`config.mk`:
```
export PLATFORM = sky130hd
export DESIGN_NAME = store_commit_sequencer
export DESIGN_NICKNAME = d
export VERILOG_FILES = /design/src/rtl/store_commit_sequencer_pkg.sv /design/src/rtl/stq_head_pointer.sv /design/src/rtl/store_commit_sequencer.sv
export SDC_FILE = /design/constraint.sdc
export NUM_CORES = 1
export LEC_CHECK = 0
export BUFFER_PORTS_ARGS = -buffer_cell sky130_fd_sc_hd__buf_2
export CAP_MARGIN = 20
export CELL_PAD_IN_SITES_DETAIL_PLACEMENT = 1
export CELL_PAD_IN_SITES_GLOBAL_PLACEMENT = 1
export CORE_AREA = 5 5 249 251
export DETAILED_ROUTE_END_ITERATION = 6
export DIE_AREA = 0 0 254 256
export HOLD_SLACK_MARGIN = 0.05
export PLACE_DENSITY_LB_ADDON = 0.05
export SYNTH_ARGS = -nofsm -noshare
export SYNTH_HDL_FRONTEND = slang
export SYNTH_SLANG_ARGS = --single-unit
```
`constraint.sdc`:
```
create_clock -name clk_i -period 3 [get_ports clk_i]
set_input_delay 0.3 -clock clk_i [delete_from_list [all_inputs] [get_ports clk_i]]
set_output_delay 0.3 -clock clk_i [all_outputs]
set_load 0.01 [all_outputs]
```
`src/rtl/store_commit_sequencer_pkg.sv`:
```
// Shared LSU definitions: store sequencer FSM state and STQ {wrap, index} tag arithmetic.
package store_commit_sequencer_pkg;

    // Widest STQ tag any LSU block may pass through stq_tag_inc.
    localparam int unsigned StqTagMaxW = 16;

    typedef enum logic [1:0] {
        StIdle    = 2'd0,
        StReq     = 2'd1,
        StWaitAck = 2'd2
    } stq_seq_state_t;

    // Advance a tag modulo 2*stq_size; the bit above the index acts as the wrap flag.
    function automatic logic [StqTagMaxW-1:0] stq_tag_inc(input logic [StqTagMaxW-1:0] tag,
                                                          input int unsigned stq_size);
        logic [StqTagMaxW-1:0] mask;
        mask = StqTagMaxW'((stq_size << 1) - 1);
        return (tag + StqTagMaxW'(1)) & mask;
    endfunction

endpackage

```
`src/rtl/stq_head_pointer.sv`:
```
// STQ head tag register: wrap-aware increment, index extraction and one-hot index decode.
module stq_head_pointer
    import store_commit_sequencer_pkg::*;
#(
    parameter int unsigned STQ_SIZE      = 8,
    parameter int unsigned STQ_TAG_WIDTH = $clog2(STQ_SIZE) + 1
) (
    input  logic                     clk_i,
    input  logic                     reset_i,
    input  logic                     advance_i,
    output logic [STQ_TAG_WIDTH-1:0] head_o,
    output logic [STQ_TAG_WIDTH-2:0] head_idx_o,
    output logic [STQ_SIZE-1:0]      head_onehot_o
);

    logic [STQ_TAG_WIDTH-1:0] head_q, head_d;

    always_comb begin
        head_d = head_q;
        if (advance_i) begin
            head_d = STQ_TAG_WIDTH'(stq_tag_inc(StqTagMaxW'(head_q), STQ_SIZE));
        end
    end

    always_ff @(posedge clk_i or posedge reset_i) begin
        if (reset_i) begin
            head_q <= '0;
        end else begin
            head_q <= head_d;
        end
    end

    assign head_o     = head_q;
    assign head_idx_o = head_q[STQ_TAG_WIDTH-2:0];

    always_comb begin
        head_onehot_o             = '0;
        head_onehot_o[head_idx_o] = 1'b1;
    end

endmodule

```
`src/rtl/store_commit_sequencer.sv`:
```
// Drains committed stores from the STQ head into data memory one at a time, in order.
// Optional LSU_ORDER_FAILURE_LATCH_EN: sticky order-failure latch that stalls stores until flushed.
module store_commit_sequencer
    import store_commit_sequencer_pkg::*;
#(
    parameter int unsigned XLEN          = 32,
    parameter int unsigned STQ_SIZE      = 8,
    parameter int unsigned STQ_TAG_WIDTH = $clog2(STQ_SIZE) + 1,
    parameter int unsigned LDQ_SIZE      = 8
) (
    input  logic                               clk_i,
    input  logic                               reset_i,
    input  logic [STQ_SIZE-1:0]                stq_valid_i,
    input  logic [STQ_SIZE-1:0]                stq_committed_i,
    input  logic [STQ_SIZE-1:0]                stq_address_valid_i,
    input  logic [STQ_SIZE-1:0]                stq_data_valid_i,
    input  logic [STQ_SIZE-1:0][XLEN-1:0]      stq_address_i,
    input  logic [STQ_SIZE-1:0][XLEN-1:0]      stq_data_i,
    output logic                               mem_req_valid_o,
    input  logic                               mem_req_ready_i,
    output logic [XLEN-1:0]                    mem_req_addr_o,
    output logic [XLEN-1:0]                    mem_req_data_o,
    input  logic                               mem_resp_valid_i,
    output logic [STQ_TAG_WIDTH-1:0]           stq_head_o,
    output logic [STQ_SIZE-1:0]                stq_dequeue_o,
    output logic                               store_fired_o,
    output logic [STQ_TAG_WIDTH-1:0]           store_fired_tag_o,
    input  logic [LDQ_SIZE-1:0]                order_failures_i,
    output logic                               order_flush_o,
    input  logic                               order_flush_ack_i
);

    stq_seq_state_t           state_q, state_d;
    logic [XLEN-1:0]          addr_q, addr_d;
    logic [XLEN-1:0]          data_q, data_d;
    logic [STQ_TAG_WIDTH-1:0] head;
    logic [STQ_TAG_WIDTH-2:0] head_idx;
    logic [STQ_SIZE-1:0]      head_onehot;
    logic                     head_eligible;
    logic                     fire;
    logic                     flush_block;

    stq_head_pointer #(
        .STQ_SIZE      (STQ_SIZE),
        .STQ_TAG_WIDTH (STQ_TAG_WIDTH)
    ) u_head (
        .clk_i         (clk_i),
        .reset_i       (reset_i),
        .advance_i     (fire),
        .head_o        (head),
        .head_idx_o    (head_idx),
        .head_onehot_o (head_onehot)
    );

    assign head_eligible = stq_valid_i[head_idx] & stq_committed_i[head_idx] &
                           stq_address_valid_i[head_idx] & stq_data_valid_i[head_idx];

    always_comb begin
        state_d = state_q;
        addr_d  = addr_q;
        data_d  = data_q;
        fire    = 1'b0;
        unique case (state_q)
            StIdle: begin
                // Capture the head entry now so the request stays stable while stalled.
                if (head_eligible && !flush_block) begin
                    state_d = StReq;
                    addr_d  = stq_address_i[head_idx];
                    data_d  = stq_data_i[head_idx];
                end
            end
            StReq: begin
                if (mem_req_ready_i) begin
                    state_d = StWaitAck;
                end
            end
            StWaitAck: begin
                if (mem_resp_valid_i) begin
                    state_d = StIdle;
                    fire    = 1'b1;
                end
            end
            default: state_d = StIdle;
        endcase
    end

    always_ff @(posedge clk_i or posedge reset_i) begin
        if (reset_i) begin
            state_q <= StIdle;
            addr_q  <= '0;
            data_q  <= '0;
        end else begin
            state_q <= state_d;
            addr_q  <= addr_d;
            data_q  <= data_d;
        end
    end

    assign mem_req_valid_o   = (state_q == StReq);
    assign mem_req_addr_o    = addr_q;
    assign mem_req_data_o    = data_q;
    assign stq_head_o        = head;
    assign store_fired_o     = fire;
    assign store_fired_tag_o = fire ? head : '0;
    assign stq_dequeue_o     = fire ? head_onehot : '0;

`ifdef LSU_ORDER_FAILURE_LATCH_EN
    logic [LDQ_SIZE-1:0] pending_q, pending_d;

    // A failure reported in the same cycle as an ack survives the clear.
    always_comb begin
        pending_d = order_flush_ack_i ? '0 : pending_q;
        if (fire) begin
            pending_d = pending_d | order_failures_i;
        end
    end

    always_ff @(posedge clk_i or posedge reset_i) begin
        if (reset_i) begin
            pending_q <= '0;
        end else begin
            pending_q <= pending_d;
        end
    end

    assign order_flush_o = |pending_q;
    assign flush_block   = |pending_q;
`else
    logic unused_ack;

    assign unused_ack    = order_flush_ack_i;
    assign order_flush_o = fire & (|order_failures_i);
    assign flush_block   = 1'b0;
`endif

endmodule

```
# == After elaboration in Yosys (flattened, before gate mapping) ==
# Index checks and enable logic that the tools add are counted.
# totals
input_bits,557
output_inout_bits,83
word_cells,43
ff_bits,70
# op_classes
add_sub_neg,1
eq_ne,5
order_cmp,2
n_reduce_logical,5
n_bitwise,4
muxes,22
# op_table
cell,n
binary-select mux 32 bit (select 3 bit),2
2-to-1 mux 32 bit,2
binary-select mux 1 bit (select 3 bit),4
2-to-1 mux 8 bit,1
OR reduction 8 bit,1
2-to-1 mux 1 bit,7
2-to-1 mux 2 bit,3
one-hot mux 2 bit (3 select lines),1
adder 4 x 1 -> 4 bit (second input constant),1
bitwise AND 1 bit,4
less-than comparator 3 x 4 -> 1 bit (second input constant),1
2-to-1 mux 4 bit,1
inequality test 2 bit (second input constant),2
demux 1 bit (select 3 bit),1
greater-or-equal comparator 3 x 1 -> 1 bit (second input constant),1
AND reduction 3 bit,1
equality test 2 x 1 -> 1 bit (second input constant),1
equality test 2 bit (second input constant),1
logical NOT 2 bit,1
inequality test 2 x 1 -> 1 bit (second input constant),1
AND reduction 2 bit,1
logical AND 1 bit,1

# == Logic depth before layout (Yosys ltp) ==
# Gate-level depths: netlist (run 1).
# depth
word_depth,7
ltp_mapped,8
mapped_depth_nobuf,6

# == Modules after synthesis ==
# From an unflattened synthesis (run 1), not the netlist that was laid out.
# hier_totals
hier_cells,434
area_unflattened_um2,7035.5
# modules_own_cells
mod,cells_each,seq_area_each_um2,area_each_um2,n_inst
store_commit_sequencer,407,1651.6,6742.7,1
stq_head_pointer,27,100.1,292.8,1

# == Worst setup path before layout (run 1) ==
# Ideal clock, no wire load.
# synth_timing
path_kind,register to register
start,register u_head.head_q[0] (netlist: u_head.head_o[0])
end,register addr_q[30] (netlist: mem_req_addr_o[30])
path_slack_ns,0.676
t_arrival_ns,2.199
n_path_buf,4
synth_period_minus_slack_ns,2.324
stages_incl_launch_ff,9
setup_ns,0.125
t_required_ns,2.875
cell_sequence,dfrtp_1 > buf_6 > buf_2 > buf_2 > buf_2 > mux4_2 > nand2_1 > nand2_1 > mux2_4
# synth_between
elab_chain_len,6
elab_cells_between_ends,14
cone_classes,10 x mux; 3 x bitwise; 1 x reduce/logical
# synth_rtl
item,line,rtl
from (decl),stq_head_pointer.sv:16,"logic [STQ_TAG_WIDTH-1:0] head_q, head_d;"
from (signal assigned),stq_head_pointer.sv:27,head_q <= '0;
from (signal assigned),stq_head_pointer.sv:29,head_q <= head_d;
binary-select mux 1 bit (select 3 bit),store_commit_sequencer.sv:55,assign head_eligible = stq_valid_i[head_idx] & stq_committed_i[head_idx] &
2-to-1 mux 1 bit (implied by the code),store_commit_sequencer.sv:55,
bitwise AND 1 bit (2 in series),store_commit_sequencer.sv:55,
bitwise AND 1 bit,store_commit_sequencer.sv:56,stq_address_valid_i[head_idx] & stq_data_valid_i[head_idx];
AND reduction 2 bit (no source line),-,
to (signal assigned),store_commit_sequencer.sv:94,addr_q <= addr_d;
to (decl),store_commit_sequencer.sv:34,"logic [XLEN-1:0] addr_q, addr_d;"
# Parallel ways exist; a longest one is shown, timed or not. The select of a mux whose other input is x is not followed.
# A chain may end at the register's enable or synchronous reset.

# == Final worst setup path (run 1) ==
# layout_timing
start,register u_head.head_q[2] (netlist: u_head.head_o[2])
end,register data_q[28] (netlist: mem_req_data_o[28])
# layout_between
elab_chain_len,6
elab_cells_between_ends,14
cone_classes,10 x mux; 3 x bitwise; 1 x reduce/logical
# layout_rtl
item,line,rtl
binary-select mux 1 bit (select 3 bit),store_commit_sequencer.sv:55,
2-to-1 mux 1 bit (implied by the code),store_commit_sequencer.sv:55,
bitwise AND 1 bit (2 in series),store_commit_sequencer.sv:55,
bitwise AND 1 bit,store_commit_sequencer.sv:56,
AND reduction 2 bit (no source line),-,
to (signal assigned),store_commit_sequencer.sv:95,data_q <= data_d;
to (decl),store_commit_sequencer.sv:35,"logic [XLEN-1:0] data_q, data_d;"
# Parallel ways exist; a longest one is shown, timed or not. The select of a mux whose other input is x is not followed.

==> impl_metrics.yaml, run 1 <==
sta:
  hold_viol: 0
  slew_viol_final: 0
  worst_slack_ns: 0.595
  final.setup.tns_ns: 0
  max_freq_mhz: 416
  fin_crit_sh_pct: 80.2
  max_slew_margin_pct: 45.2
  fin_crit_ns: 2.40
  skew_ns: 0.00841
  rsz0062_at_grt: "false"
  tightest_slew_ns: 0.821
  setup_viol: 0
placed_design:
  gp_congestion: 0.773
  dp_hpwl_mm: 35.9
  io_buffers: 638
  pre_cts_slack_ns: 0.554
global_routing:
  grt_pass1_vias: 8646
  track_usage_pct: 12.5
  grt_pass1_wl_mm: 60.2
  antenna_found_initial: 9
  grt_overflow_total: 0
  grt_max_degree: 73
floorplanning:
  core-area_sq_um: 59700
  rows: 90
  fp.dieH_um: 256
  die_w_um: 254
  start_util_pct: 11.6
  fp.dieArea_sq_um: 65000
  ioPinCount: 640
clock_tree:
  clk_pin_slew_ns: 0.06
  cts_setup_buffers: 0
  htreeDepth: 3
  cts_buffers: 9
  cts_tree: "built"
  clock-sinks: 70
  cts_hold_buf: 0
  clkLatencyLatePin_ns: 0.36
  cts_buffer_depth: 2
  ctsResizeCount: 0
  cts_root_buffer: "clkbuf_16"
setup_path:
  worst_setup_path_end_kind: "flop"
  reg2reg_from: "u_head.head_o[2]"
  path_class: "flop to flop"
  worstPathArrival_ns: 2.64
  cp_max_fo: 38
  r2r-end: "mem_req_data_o[28]"
  reg2reg_slack_ns: 0.60
  critPathLaunchType: "flop"
  required_ns: 3.24
  reg2reg_depth: 6
synth:
  synth-warning-count: 0
  synth-main-ff-cell: "dfrtp_1"
  seq_area_frac_synth_pct: 25.2
  ys_ff_latch: 70
  synth_edf_count: 0
  ys_types: 31
  async_flop_share_pct: 100
  synth_nets: 1126
  syn-mean-instance-area_sq_um: 12.2
  synthCells: 568
  netlist_area_sq_um: 6940
routing:
  drc: 0
  wl_per_cell_um: 21.6
  antenna_left: 0
  drtIter0Drc: 192
  routed_wirelength_mm: 42.5
  first_pass_iters: 4
  vias: 7414
  vias_per_cell: 3.77
job:
  cap_violations: 0
power_and_ir_drop:
  peakVddDrop_v: 0.000429
  cellLeakagePower_nw: 5.73
  powerDensity_nw_per_um2: 883
finish:
  final_common_cell: "buf_2"
  areaGrowthSynthToFinish_pct: 64.1
  nets: 1736
  fillerInstances: 7068
  drive_above_1_share_pct: 73.7
  final_cell_mix: "buf_2 (638), nand2_1 (203), mux4_2 (132)"
hold_path:
  hp-class: "primary input to async pin"
run_status:
  status: "finished clean"
[logic make-up (layout without fill, tap and decap cells)]
family / after synthesis / count (layout) / synth area share [%]
flops: 70 / 70 / 25.2
compound gates: 11 / 11 / 1.06
mux: 198 / 198 / 56.2
other cells: 0 / 2 / 0
xor+xnor: 3 / 3 / 0.379
fa+ha+maj: 1 / 1 / 0.180
simple gates: 224 / 224 / 12.6
buf+inv: 61 / 676 / 4.36
[cells in the mapped netlist (all sizes together), types with 2 or more instances]
master  count  area (sq um)
nand2     203           762
xnor2       2          17.5
dfrtp      70          1750
nor4        3          18.8
o21ai       4          20.0
clkbuf     23          86.3
mux2       65           916
nand2b      2          12.5
nor2        5          18.8
inv         6          22.5
o211ai      2          15.0
nor3        4          20.0
buf        31           190
nand3       3          15.0
mux4      132          2970
[state kept, by name, indices dropped and copies added, names as in the netlist]
signal          count
mem_req_addr_o     32
state_q             2
mem_req_data_o     32
u_head.head_o       4
[metal layers]
layer / wire (um) / GRT usage, % / vias up / share of wire, %
met2: 21900 / 22.7 / 350 / 52
li1: - / - / 3375 / -
met4: 456 / 2.74 / 8 / 1.1
met5: 72 / 0 / - / 0.17
met1: 15700 / 13.8 / 3654 / 37
met3: 4270 / 5.01 / 27 / 10
[critical path: stages, from the launching register on]
cell and delay, ns:
dfrtp_4 0.70, inv_1 0.18, a311oi_1 0.28, o211ai_1 0.17, a211o_4 0.37, buf_12 0.19
mux2_4 0.33
[power breakdown]
| part | internal [mW] | leakage, nW | switching, mW |
|---|---|---|---|
| Combinational | 3.55 | 4.71 | 3.33 |
| Clock | 0.812 | 0.159 | 0.481 |
| Sequential | 1.43 | 0.858 | 0.461 |
[how the worst max path moves through the flow]
stage	from	to	depth (start not counted)
after floorplan	u_head.head_o[0]	mem_req_addr_o[30]	8
after global placement	u_head.head_o[0]	mem_req_data_o[0]	6
after detailed placement	u_head.head_o[2]	mem_req_addr_o[23]	6
after CTS	u_head.head_o[0]	stq_dequeue_o[7]	5
after global routing	u_head.head_o[0]	stq_dequeue_o[7]	5
final	u_head.head_o[2]	mem_req_data_o[28]	6
[per-stage QoR]
stage	hold WS [ns]	power, mW	util [%]	area (sq um)	std cells
2_1_floorplan	0.407	6.54	-	6940	568
3_3_place_gp	0.481	9.17	18.5	11000	1949
3_5_place_dp	0.485	9.13	18.5	11000	1949
4_1_cts	0.116	10.5	19.1	11400	1965
5_1_grt	0.132	11.0	19.1	11400	1967
6_report	0.0950	10.1	19.1	11400	1967
[layout make-up]
type / count / area, sq um / area share [%]
Timing Repair Buffer: 653 / 3380 / 29.7
Clock buffer: 10 / 229 / 2.01
Antenna cell: 2 / 5.00 / 0.0439
Multi-Input combinational cell: 437 / 4890 / 43.0
Tap cell: 782 / 978 / 8.59
Clock inverter: 6 / 110 / 0.967
Inverter: 7 / 30.0 / 0.264
Sequential cell: 70 / 1760 / 15.5
No activity file was read; power rests on OpenSTA's default activity.
==> run 2, diff against run 1 <==
==> constraint.sdc (replaced) <==
create_clock -name clk_i -period 2.4 [get_ports clk_i]
set_input_delay 0.24 -clock clk_i [delete_from_list [all_inputs] [get_ports clk_i]]
set_output_delay 0.24 -clock clk_i [all_outputs]
set_load 0.01 [all_outputs]
==> run 2 against run 1 <==
  * Clock-buffer cell count stayed put
  * First-iteration DRC count is 4.7% higher
  * Final area is 0.96% higher
  * Largest power group unchanged
  * Combinational power is 33% higher
  * Clock skew is 0.0069 ns higher
  * Sequential power is 15% higher
  * Setup slack worse by 0.49 ns
  * Flip-flop and latch count stayed put
  * Cell count is 0.56% higher
  * Via count is 1.3% higher
  * Critical path type unchanged
  * Critical endpoint is now mem_req_addr_o[22]
==> impl_metrics.yaml, run 2 (synthesized netlist as in run 1, its figures left out) <==
routing:
  wl_met2_mm: 22.1
  routed_wirelength_mm: 42.8
  drtIter0Drc: 201
  vias_per_cell: 3.80
  wl_met3_mm: 3.78
  wirelength_met1_mm: 16.5
  vias: 7507
  first_pass_iters: 4
  drc: 0
  antenna_left: 0
  wl_per_cell_um: 21.7
  routed.top_layer: "met5"
clock_tree:
  clkLatencyLatePin_ns: 0.37
  clk_pin_slew_ns: 0.06
  cts_buffers: 9
  cts_root_buffer: "clkbuf_16"
  htreeDepth: 3
  clock-sinks: 70
  cts_tree: "built"
  cts_buffer_depth: 2
placed_design:
  gp_congestion: 0.752
  io_buffers: 638
  pre_cts_slack_ns: 0.0255
  dp_hpwl_mm: 36.2
setup_path:
  path_class: "flop to flop"
  reg2reg_slack_ns: 0.11
  cpPeakStageDelay_ns: 0.52
  cp_slowest_cell: "dfrtp_4"
  cp_max_fo: 28
  required_ns: 2.64
  worstPathArrival_ns: 2.53
  path_cells: "buf_12 > mux2_2 > o211a_1 > a31oi_1 > a211o_4 > buf_16 > mux2_2"
  critPathLaunchType: "flop"
  worst_setup_path_end_kind: "flop"
  crit_path_frequent_cell: "mux2_2"
power_and_ir_drop:
  power_switching_mw: 5.48
  netSwitchingFraction_pct: 43.0
  cellLeakagePower_nw: 5.80
  peakVddDrop_v: 0.000521
  powerDensity_nw_per_um2: 1110
  pwr-share-seq_pct: 17.1
  internal_power_mw: 7.27
  p_comb_share_pct: 71.6
  power.share.clock_pct: 11.3
global_routing:
  track_usage_pct: 12.5
  grt_pass1_wl_mm: 60.3
  antenna_found_initial: 7
  grt_max_degree: 74
  grt_overflow_total: 0
  grt_pass1_vias: 8670
floorplanning:
  die_w_um: 254
  rows: 90
  start_util_pct: 11.6
  fp.dieArea_sq_um: 65000
  fp.dieH_um: 256
  core-area_sq_um: 59700
  ioPinCount: 640
sta:
  rsz0062_at_grt: "false"
  hold_viol: 0
  skew_ns: 0.0153
  max_slew_margin_pct: 65.9
  tightest_slew_ns: 0.512
  max_freq_mhz: 437
  final.setup.tns_ns: 0
  fin_crit_sh_pct: 95.4
  slew_viol_final: 0
  worst_slack_ns: 0.110
  setup_viol: 0
  fin_crit_ns: 2.29
finish:
  final_common_cell: "buf_2"
  drive_above_1_share_pct: 74.1
  final_cell_mix: "buf_2 (638), nand2_1 (203), mux4_2 (132)"
  nets: 1748
  areaGrowthSynthToFinish_pct: 65.7
hold_path:
  hp-class: "primary input to flop"
job:
  cap_violations: 0
run_status:
  status: "finished clean"
==> run 2: routing by layer <==
metal | global-route usage, % | up-vias
met5 | 0 | -
met4 | 2.30 | 4
met3 | 4.20 | 26
met2 | 22.7 | 361
met1 | 14.4 | 3710
li1 | - | 3406
==> run 2: repair_timing <==
item / CTS / global route
setup buffers: 0 / 3
hold buffers: 1 / 0
gates resized for setup: 0 / 3
endpoints found under the hold margin: 32 / 0
setup endpoints to repair: 0 / 53
==> run 2: worst paths after layout <==
kind	from	to	cells past startpoint
worst max-delay path	u_head.head_o[0]	mem_req_addr_o[22]	7
worst min-delay path	mem_req_ready_i	state_q[0]	2
worst max register to register	u_head.head_o[0]	mem_req_addr_o[22]	7
worst min register to register	u_head.head_o[3]	u_head.head_o[3]	1
max in group asynchronous	reset_i	u_head.head_o[0]	4
min in group asynchronous	reset_i	mem_req_data_o[10]	3
==> run 2: layout make-up <==
type | count | area, sq um
Tap cell | 782 | 978
Clock inverter | 6 | 61.3
Sequential cell | 70 | 1760
Fill cell | 7066 | 48200
Clock buffer | 10 | 239
Multi-Input combinational cell | 437 | 4890
Antenna cell | 1 | 2.50
Inverter | 7 | 30.0
Timing Repair Buffer | 665 | 3530
==> run 2: power by group through the flow <==
stage                     clock network, mW  registers [mW]  logic (mW)
after floorplan                           0            2.35        5.83
after global placement                    0            2.23        9.35
after detailed placement                  0            2.23        9.28
after CTS                              1.55            2.22        9.32
after global routing                   1.58            2.26        10.0
final                                  1.44            2.18        9.13
==> run 2: stage by stage <==
step           hold slack [ns]  area (sq um)  std cells  utilization (%)  power (mW)
6_report                0.0941         11500       1978             19.3        12.7
3_3_place_gp             0.319         11100       1956             18.6        11.6
4_1_cts                 0.0587         11400       1973             19.1        13.1
3_5_place_dp             0.326         11100       1956             18.6        11.5
2_1_floorplan            0.347          6940        568                -        8.18
5_1_grt                 0.0881         11500       1977             19.3        13.9
==> run 2: critical path, delay by kind of cell, from the launching register on <==
| family | cells | cell delay, ns |
|---|---|---|
| AOI/OAI and AO/OA | 3 | 0.60 |
| DFF | 1 | 0.52 |
| muxes | 2 | 0.63 |
| buffers and inverters | 2 | 0.39 |
